## src/rtl/vpg_timing.sv

```systemverilog
// rtl/vpg_timing.sv - video timing generator with per-mode tables and boundary-synchronised mode switching
module vpg_timing #(
  parameter int RESET_MODE = 5,
  parameter bit IMMEDIATE  = 1'b0
) (
  input  logic        clk,
  input  logic        reset_n,
  input  logic        pix_en,
  input  logic [3:0]  vpg_mode,
  input  logic        vpg_mode_change,
  output logic [3:0]  mode_active,
  output logic        mode_ack,
  output logic        hs,
  output logic        vs,
  output logic        de,
  output logic [11:0] x,
  output logic [10:0] y,
  output logic        frame_start
);

  typedef struct packed {
    logic [11:0] hact;
    logic [11:0] hfp;
    logic [11:0] hsync;
    logic [11:0] hbp;
    logic [10:0] vact;
    logic [10:0] vfp;
    logic [10:0] vsync;
    logic [10:0] vbp;
    logic        pos;
  } timing_t;

  function automatic timing_t lookup(input logic [3:0] code);
    timing_t t;
    case (code)
      4'd1:    t = '{12'd800,  12'd40,  12'd128, 12'd88,  11'd600,  11'd1,  11'd4, 11'd23, 1'b1};
      4'd2:    t = '{12'd1024, 12'd24,  12'd136, 12'd160, 11'd768,  11'd3,  11'd6, 11'd29, 1'b0};
      4'd3:    t = '{12'd1280, 12'd110, 12'd40,  12'd220, 11'd720,  11'd5,  11'd5, 11'd20, 1'b1};
      4'd4:    t = '{12'd1280, 12'd48,  12'd112, 12'd248, 11'd1024, 11'd1,  11'd3, 11'd38, 1'b1};
      4'd5:    t = '{12'd1920, 12'd88,  12'd44,  12'd148, 11'd1080, 11'd4,  11'd5, 11'd36, 1'b1};
      default: t = '{12'd640,  12'd16,  12'd96,  12'd48,  11'd480,  11'd10, 11'd2, 11'd33, 1'b0};
    endcase
    return t;
  endfunction

  localparam logic [3:0] RST_CODE = (RESET_MODE < 0 || RESET_MODE > 5) ? 4'd0 : 4'(RESET_MODE);
  localparam timing_t    RST_T    = lookup(RST_CODE);
  localparam logic       RST_IDLE = ~RST_T.pos;

  logic [11:0] h_q, h_d;
  logic [10:0] v_q, v_d;
  logic [3:0]  mode_q, mode_d, pend_q, pend_d;
  logic        pend_vld_q, pend_vld_d;
  logic        ack_q, ack_d, hs_q, hs_d, vs_q, vs_d, de_q, de_d, fs_q, fs_d;
  logic [11:0] x_q, x_d;
  logic [10:0] y_q, y_d;

  timing_t     t;
  logic [11:0] htot, hs_beg;
  logic [10:0] vtot, vs_beg;
  logic        h_last, v_last, apply, h_in_sync, v_in_sync;

  always_comb begin
    t      = lookup(mode_q);
    htot   = t.hact + t.hfp + t.hsync + t.hbp;
    vtot   = t.vact + t.vfp + t.vsync + t.vbp;
    hs_beg = t.hact + t.hfp;
    vs_beg = t.vact + t.vfp;
    h_last = (h_q == htot - 12'd1);
    v_last = (v_q == vtot - 11'd1);
    apply  = pix_en && pend_vld_q && (IMMEDIATE || (h_last && v_last));
    h_in_sync = (h_q >= hs_beg) && (h_q < hs_beg + t.hsync);
    v_in_sync = (v_q >= vs_beg) && (v_q < vs_beg + t.vsync);

    h_d = h_q;  v_d = v_q;  mode_d = mode_q;
    pend_d = pend_q;  pend_vld_d = pend_vld_q;
    ack_d = apply;
    hs_d = hs_q;  vs_d = vs_q;  de_d = de_q;  fs_d = fs_q;
    x_d = x_q;  y_d = y_q;

    // A strobe coinciding with an apply becomes the next pending request.
    if (vpg_mode_change) begin
      pend_d     = vpg_mode;
      pend_vld_d = 1'b1;
    end else if (apply) begin
      pend_vld_d = 1'b0;
    end

    if (pix_en) begin
      de_d = (h_q < t.hact) && (v_q < t.vact);
      hs_d = ~(h_in_sync ^ t.pos);
      vs_d = ~(v_in_sync ^ t.pos);
      fs_d = (h_q == 12'd0) && (v_q == 11'd0);
      x_d  = h_q;
      y_d  = v_q;
      if (apply) begin
        h_d    = 12'd0;
        v_d    = 11'd0;
        mode_d = (pend_q > 4'd5) ? 4'd0 : pend_q;
      end else if (h_last) begin
        h_d = 12'd0;
        v_d = v_last ? 11'd0 : v_q + 11'd1;
      end else begin
        h_d = h_q + 12'd1;
      end
    end
  end

  always_ff @(posedge clk or negedge reset_n) begin
    if (!reset_n) begin
      h_q <= '0;  v_q <= '0;  mode_q <= RST_CODE;
      pend_q <= '0;  pend_vld_q <= 1'b0;  ack_q <= 1'b0;
      hs_q <= RST_IDLE;  vs_q <= RST_IDLE;  de_q <= 1'b0;  fs_q <= 1'b0;
      x_q <= '0;  y_q <= '0;
    end else begin
      h_q <= h_d;  v_q <= v_d;  mode_q <= mode_d;
      pend_q <= pend_d;  pend_vld_q <= pend_vld_d;  ack_q <= ack_d;
      hs_q <= hs_d;  vs_q <= vs_d;  de_q <= de_d;  fs_q <= fs_d;
      x_q <= x_d;  y_q <= y_d;
    end
  end

  assign mode_active = mode_q;
  assign mode_ack    = ack_q;
  assign hs          = hs_q;
  assign vs          = vs_q;
  assign de          = de_q;
  assign x           = x_q;
  assign y           = y_q;
  assign frame_start = fs_q;

endmodule

```

## config.mk

```make
export PLATFORM = sky130hd
export DESIGN_NAME = vpg_timing
export DESIGN_NICKNAME = d
export VERILOG_FILES = /design/src/rtl/vpg_timing.sv
export SDC_FILE = /design/constraint.sdc
export NUM_CORES = 1
export LEC_CHECK = 0
export ABC_CLOCK_PERIOD_IN_PS = 6600
export CORE_MARGIN = 4
export CORE_UTILIZATION = 45
export DETAILED_ROUTE_END_ITERATION = 8
export SLEW_MARGIN = 20
export SYNTH_ARGS = -nofsm -noshare
export SYNTH_HDL_FRONTEND = slang
export SYNTH_SLANG_ARGS = --single-unit
```

## constraint.sdc

```tcl
create_clock -name clk -period 6.6 [get_ports clk]
set_clock_uncertainty 0.2 [all_clocks]
set_input_delay 1.98 -clock clk [delete_from_list [all_inputs] [get_ports clk]]
set_output_delay 1.98 -clock clk [all_outputs]
set_load 0.05 [all_outputs]
```

* Word-level counts from Yosys, hierarchy flattened *
Cells that the tools add are included.
W data, S select, Z words.

storage, ports and cells
  register bits after elaboration = 60
  bits of input ports = 8
  output and inout port bits = 32
  word-level logic and storage cells = 62

cells by class
  $add $sub $neg = 10
  $lt $le $gt $ge = 7
  eq/ne operators = 7
  mux-type cells = 9
  bitwise operators = 4
  reductions and logical operators = 13

operator list
  kind                     number
  $pmux W92 S5             1
  $add A12 B12 Y12         3
  $add A11 B11 Y11         3
  $mux W11                 3
  $lt A12 B12 Y1           2
  $mux W12                 2
  $lt A11 B11 Y1           2
  $add A12 B1 Y12 const B  1
  $eq A12 B12 Y1           1
  $ge A12 B12 Y1           1
  $logic_not A12 Y1        1
  $sub A12 B1 Y12 const B  1
  $add A11 B1 Y11 const B  1
  $eq A11 B11 Y1           1
  $ge A11 B11 Y1           1
  $logic_not A11 Y1        1
  $sub A11 B1 Y11 const B  1
  $eq A4 B2 Y1 const B     2
  $eq A4 B3 Y1 const B     2
  $logic_and A1 B1 Y1      7
  $eq A4 B1 Y1 const B     1
  $gt A4 B3 Y1 const B     1
  $mux W4                  1
  $reduce_and A2 Y1        2
  4 further kinds          8

* Longest topological paths before layout *
  depth after elaboration = 11
  gate-level depth with buffers = 27
  gate-level depth less buffers = 25

* Worst setup path after synthesis *
OpenSTA, ideal clock, no wires.

  kind = reg-to-reg
  start = reg mode_q[3], in the netlist mode_active[3]
  end = reg mode_q[1], in the netlist mode_active[1]
  setup time = 0.125 ns
  arrival = 5.590 ns
  data required time = 6.275 ns
  path slack = 0.685 ns
  cell stages (with the launch flop) = 27
  buffers on the path = 1
  clock period less this slack = 5.915 ns
  cell sequence = dfrtp_1 clkbuf_1 nor2_1 nand2_1 inv_1 nand2b_1 inv_1 nor2_1 nor2_1 inv_1 fa_1 nor2b_1 o31a_1 o211a_4 nor2_1 inv_1 ha_1 a21oi_1 nand2_1 a41oi_1 o21ai_0 a31oi_1 o2111ai_1 a2111oi_4 and2_4 nand3_4 mux2_4

between the ends
  cells in the longest elaborated chain, start to end = 10
  elaborated cells between the ends (all ways) = 19
  those cells by class = 8 x add/sub; 7 x eq/ne; 1 x mux; 3 x reduce/logical

RTL lines
  item                                                               line    text
  start: declaration                                                 52      logic [3:0] mode_q, mode_d, pend_q, pend_d;
  start signal: assignment                                           111     h_q <= '0; v_q <= '0; mode_q <= RST_CODE;
  start signal: assignment                                           116     h_q <= h_d; v_q <= v_d; mode_q <= mode_d;
  $eq A4 B3 Y1 (tied with other cells)                               35      case (code)
  $pmux W92 S5 *                                                     35
  $add A12 B12 Y12 or $add A11 B11 Y11 (tied branches) (3 in a row)  65, 66
  $sub A12 B1 Y12 or $sub A11 B1 Y11 (tied branches)                 69, 70
  $eq A12 B12 Y1 or $eq A11 B11 Y1 (tied branches)                   69, 70
  $logic_and A1 B1 Y1 * (2 in a row)                                 71      apply = pix_en && pend_vld_q && (IMMEDIATE || (h_last && v_last));
  $reduce_and A2 Y1 (no source line) *                               -

Mark *: on every way between the ends. The rest lies on a longest branch, timed or not.
A chain may end at the register's enable or synchronous reset.

* Worst setup path in the final report *
  start = reg mode_q[0], in the netlist mode_active[0]
  end = reg mode_q[1], in the netlist mode_active[1]

The elaborated chain is that of the path after synthesis.

==> results.py <==
metrics = {
    "logic_synthesis": {
        "synth-seq-cells": 60,
        "synthesis.area_mm2": 0.00588,
        "synth.distinct_cells": 68,
        "async_flop_share_pct": 100,
        "synth-edff-count": 0,
        "netlist.area_leader.share_pct": 24.7,
        "yosysWarnings": 0,
        "synth_area_leaders": "dfrtp_1 25%, ha_1 19%, xnor2_1 5.1%, mux2_2 4.8%, inv_1 4.0%",
        "synth_ff_type": "dfrtp_1",
        "synth_nets": 771,
        "postSynthCellCount": 670,
        "syn_avg_cell_area_um2": 8.77,
        "yosysTopAreaCell": "dfrtp_1",
        "ys_seq_area_share_pct": 25.6,
    },
    "worst_setup_path": {
        "cp-start-kind": "register",
        "crit_path_frequent_cell": "inv_1",
        "slowest_stage": "dfstp_2",
        "r2r_cells": 23,
        "cp_max_fo": 14,
        "startpoint": "mode_active[0]$_DFFE_PN1P_",
        "r2r_start": "mode_active[0]$_DFFE_PN1P_",
        "critical_path.top_delay_family": "compound AO/OA/AOI/OAI gates",
        "r2r-end": "mode_active[1]$_DFFE_PN0P_",
        "cp.arrival_ns": 6.05,
        "crit_buf_inv": 4,
        "r2r_setup_slack_ns": 0.56,
        "worstPathRequired_ns": 6.61,
        "cp_slowest_stage_delay_ns": 0.68,
        "cp_num_cells": 23,
        "crit_chain": "nand2_1 > inv_1 > nand2_1 > inv_1 > ha_2 > inv_1 > fa_1 > nor2b_1 > o31a_1 > a211oi_4 > nor2_1 > inv_1 > ha_1 > a21oi_1 > nand2_1 > a41oi_2 > o21ai_0 > a31oi_1 > o2111ai_1 > a2111oi_4 > and2_4 > nand3_4 > mux2_4",
        "endpoint": "mode_active[1]$_DFFE_PN0P_",
        "crit_path_end_kind": "register",
        "crit_type": "reg2reg",
    },
    "timing": {
        "min_period_ns": 6.04,
        "relSlewSlack_pct": 49.8,
        "hold_viol_final": 0,
        "setup_viol": 0,
        "rsz0062_at_grt": "false",
        "drv_slew": 0,
        "tightest_slew_ns": 0.734,
        "finalSetupTns_ns": 0,
        "min_period_over_period_pct": 91.5,
        "fmax_mhz": 166,
    },
    "grt": {
        "grt.total_usage_pct": 20.9,
        "grt_first_pass_wirelength_mm": 24.8,
        "grt_pass1_vias": 4977,
        "antenna_found_initial": 0,
        "grt_max_degree": 61,
        "overflow": 0,
    },
    "die": {
        "io_pins": 40,
        "dieWidth_um": 122,
        "coreArea_mm2": 0.0127,
        "fp-row-count": 41,
        "start_util_pct": 46.2,
        "die_h_um": 122,
        "die_area_mm2": 0.0150,
    },
    "clocking": {
        "cts-buffers-inserted": 9,
        "clk_latency_ns": 0.33,
        "cts_hold_buf": 0,
        "cts_tree": "yes",
        "clk_pin_slew_worst_paths_ns": 0.05,
        "root_buffer": "clkbuf_16",
        "htreeDepth": 3,
        "postCtsResizedCells": 0,
        "post_cts_buffers": 0,
        "clock-sinks": 60,
        "clockBufferDepth": 2,
    },
    "layout": {
        "final_cell_mix": "89 x ha_1, 62 x inv_1, 58 x dfrtp_1",
        "num-nets-final": 810,
        "drive_gt1_share_pct": 10.4,
        "final_common_cell": "ha_1",
        "seq_area_mm2": 0.00150,
        "diodes": 0,
        "area_growth_pct": 15.1,
        "fillers": 1239,
        "fin_area_mm2": 0.00676,
        "multi_input_area_mm2": 0.00409,
    },
    "power": {
        "p_leak_nw": 3.13,
        "p_per_area_mw_per_mm2": 182,
        "peakVddDrop_mv": 0.246,
    },
    "route": {
        "dr.pass1.iters": 5,
        "drt-wirelength-per-cell_um": 16.9,
        "antenna_left": 0,
        "drt_iter0_markers": 248,
        "viasPerCell": 5.63,
        "drc": 0,
        "routed_wl_mm": 15.0,
        "dr_total_vias": 4989,
    },
    "placement": {
        "io_buffer_count": 39,
        "hpwl_mm": 11.5,
        "gp_congestion": 0.862,
        "placed_area_mm2": 0.00645,
    },
    "hold_path": {
        "hold_path.class": "reg2reg",
    },
    "outcome": {
        "status": "finished, final reports clean",
    },
    "run": {
        "maxCapViolCount": 0,
    },
}
## worst min path at each step
stage	from	end	slack [ns]	cells past startpoint
final	hs$_DFFE_PN0P_	hs$_DFFE_PN0P_	0.28	2
after global routing	y[0]$_DFFE_PN0P_	y[0]$_DFFE_PN0P_	0.31	1
after CTS	hs$_DFFE_PN0P_	hs$_DFFE_PN0P_	0.29	2
after detailed placement	hs$_DFFE_PN0P_	hs$_DFFE_PN0P_	0.28	2
after global placement	hs$_DFFE_PN0P_	hs$_DFFE_PN0P_	0.27	2
after floorplan	pend_q[0]$_DFFE_PN0P_	pend_q[0]$_DFFE_PN0P_	0.30	2
## state kept, by name, summed over array words and instances (netlist names), 4 cells and up
| signal | flops |
|---|---|
| h_q | 12 |
| x | 12 |
| v_q | 11 |
| y | 11 |
| mode_active | 4 |
| pend_q | 4 |
## cell families after synthesis
kind of cell    share of synthesized area [%]
xor+xnor                                 7.90
fa+ha+maj                                20.5
buf+inv                                  5.26
compound gates                           17.4
flops                                    25.6
simple gates                             17.3
mux                                      6.07
## cell usage after synthesis (all sizes together), types with 2 or more instances
cell / n
ha: 90
inv: 64
dfrtp: 58
o21ai: 57
nor2: 53
nand2: 35
xnor2: 34
mux2: 28
a21oi: 27
xor2: 19
nand2b: 17
nand3: 17
clkbuf: 15
nor3: 12
a21o: 11
and3: 11
nor2b: 11
nor4: 11
o21a: 9
o211ai: 7
or3: 6
a211oi: 5
a31oi: 5
and2: 5
o211a: 5
or2: 5
a21boi: 4
nand4: 4
o2111ai: 4
a2111oi: 3
fa: 3
mux2i: 3
a311oi: 2
buf: 2
dfstp: 2
maj3: 2
nand3b: 2
nor3b: 2
nor4b: 2
o22ai: 2
o31ai: 2
## metal layers
layer,routed length [um],vias to the layer above,GRT usage (%)
met5,0,-,0
met4,197,0,6.02
met3,605,14,3.13
met2,7080,103,34.5
met1,7070,2419,28.5
li1,-,2453,-
## worst reg2reg max path, delay by kind of cell, from the launching register on
| family | cells | cell delay [ns] |
|---|---|---|
| compound gates | 8 | 1.84 |
| simple gates | 7 | 1.16 |
| fa+ha+maj | 3 | 1.12 |
| flops | 1 | 0.68 |
| buf+inv | 4 | 0.60 |
| mux | 1 | 0.33 |
## power breakdown
part | total [mW] | internal [mW] | switching, mW
logic | 0.302 | 0.123 | 0.179
clock network | 0.432 | 0.284 | 0.148
registers | 0.496 | 0.410 | 0.0854
## layout make-up
cell class                      instances  area share [%]
Clock buffer                           15            4.11
Clock inverter                          1          0.0740
Inverter                               64            3.55
Multi-Input combinational cell        529            60.5
Sequential cell                        60            22.2
Tap cell                              172            3.18
Timing Repair Buffer                   45            6.37
## metrics by stage
step	instances	hold WS, ns	total power [mW]	util, %	setup slack (ns)
after global routing	886	0.310	1.28	53.1	0.0634
after CTS	886	0.291	1.24	53.0	0.218
after global placement	870	0.273	0.799	50.7	0.635
after detailed placement	870	0.279	0.801	50.7	0.268
final	886	0.281	1.23	53.1	0.558
after floorplan	670	0.305	0.673	-	0.685
Power figures use the tool's default switching activity.
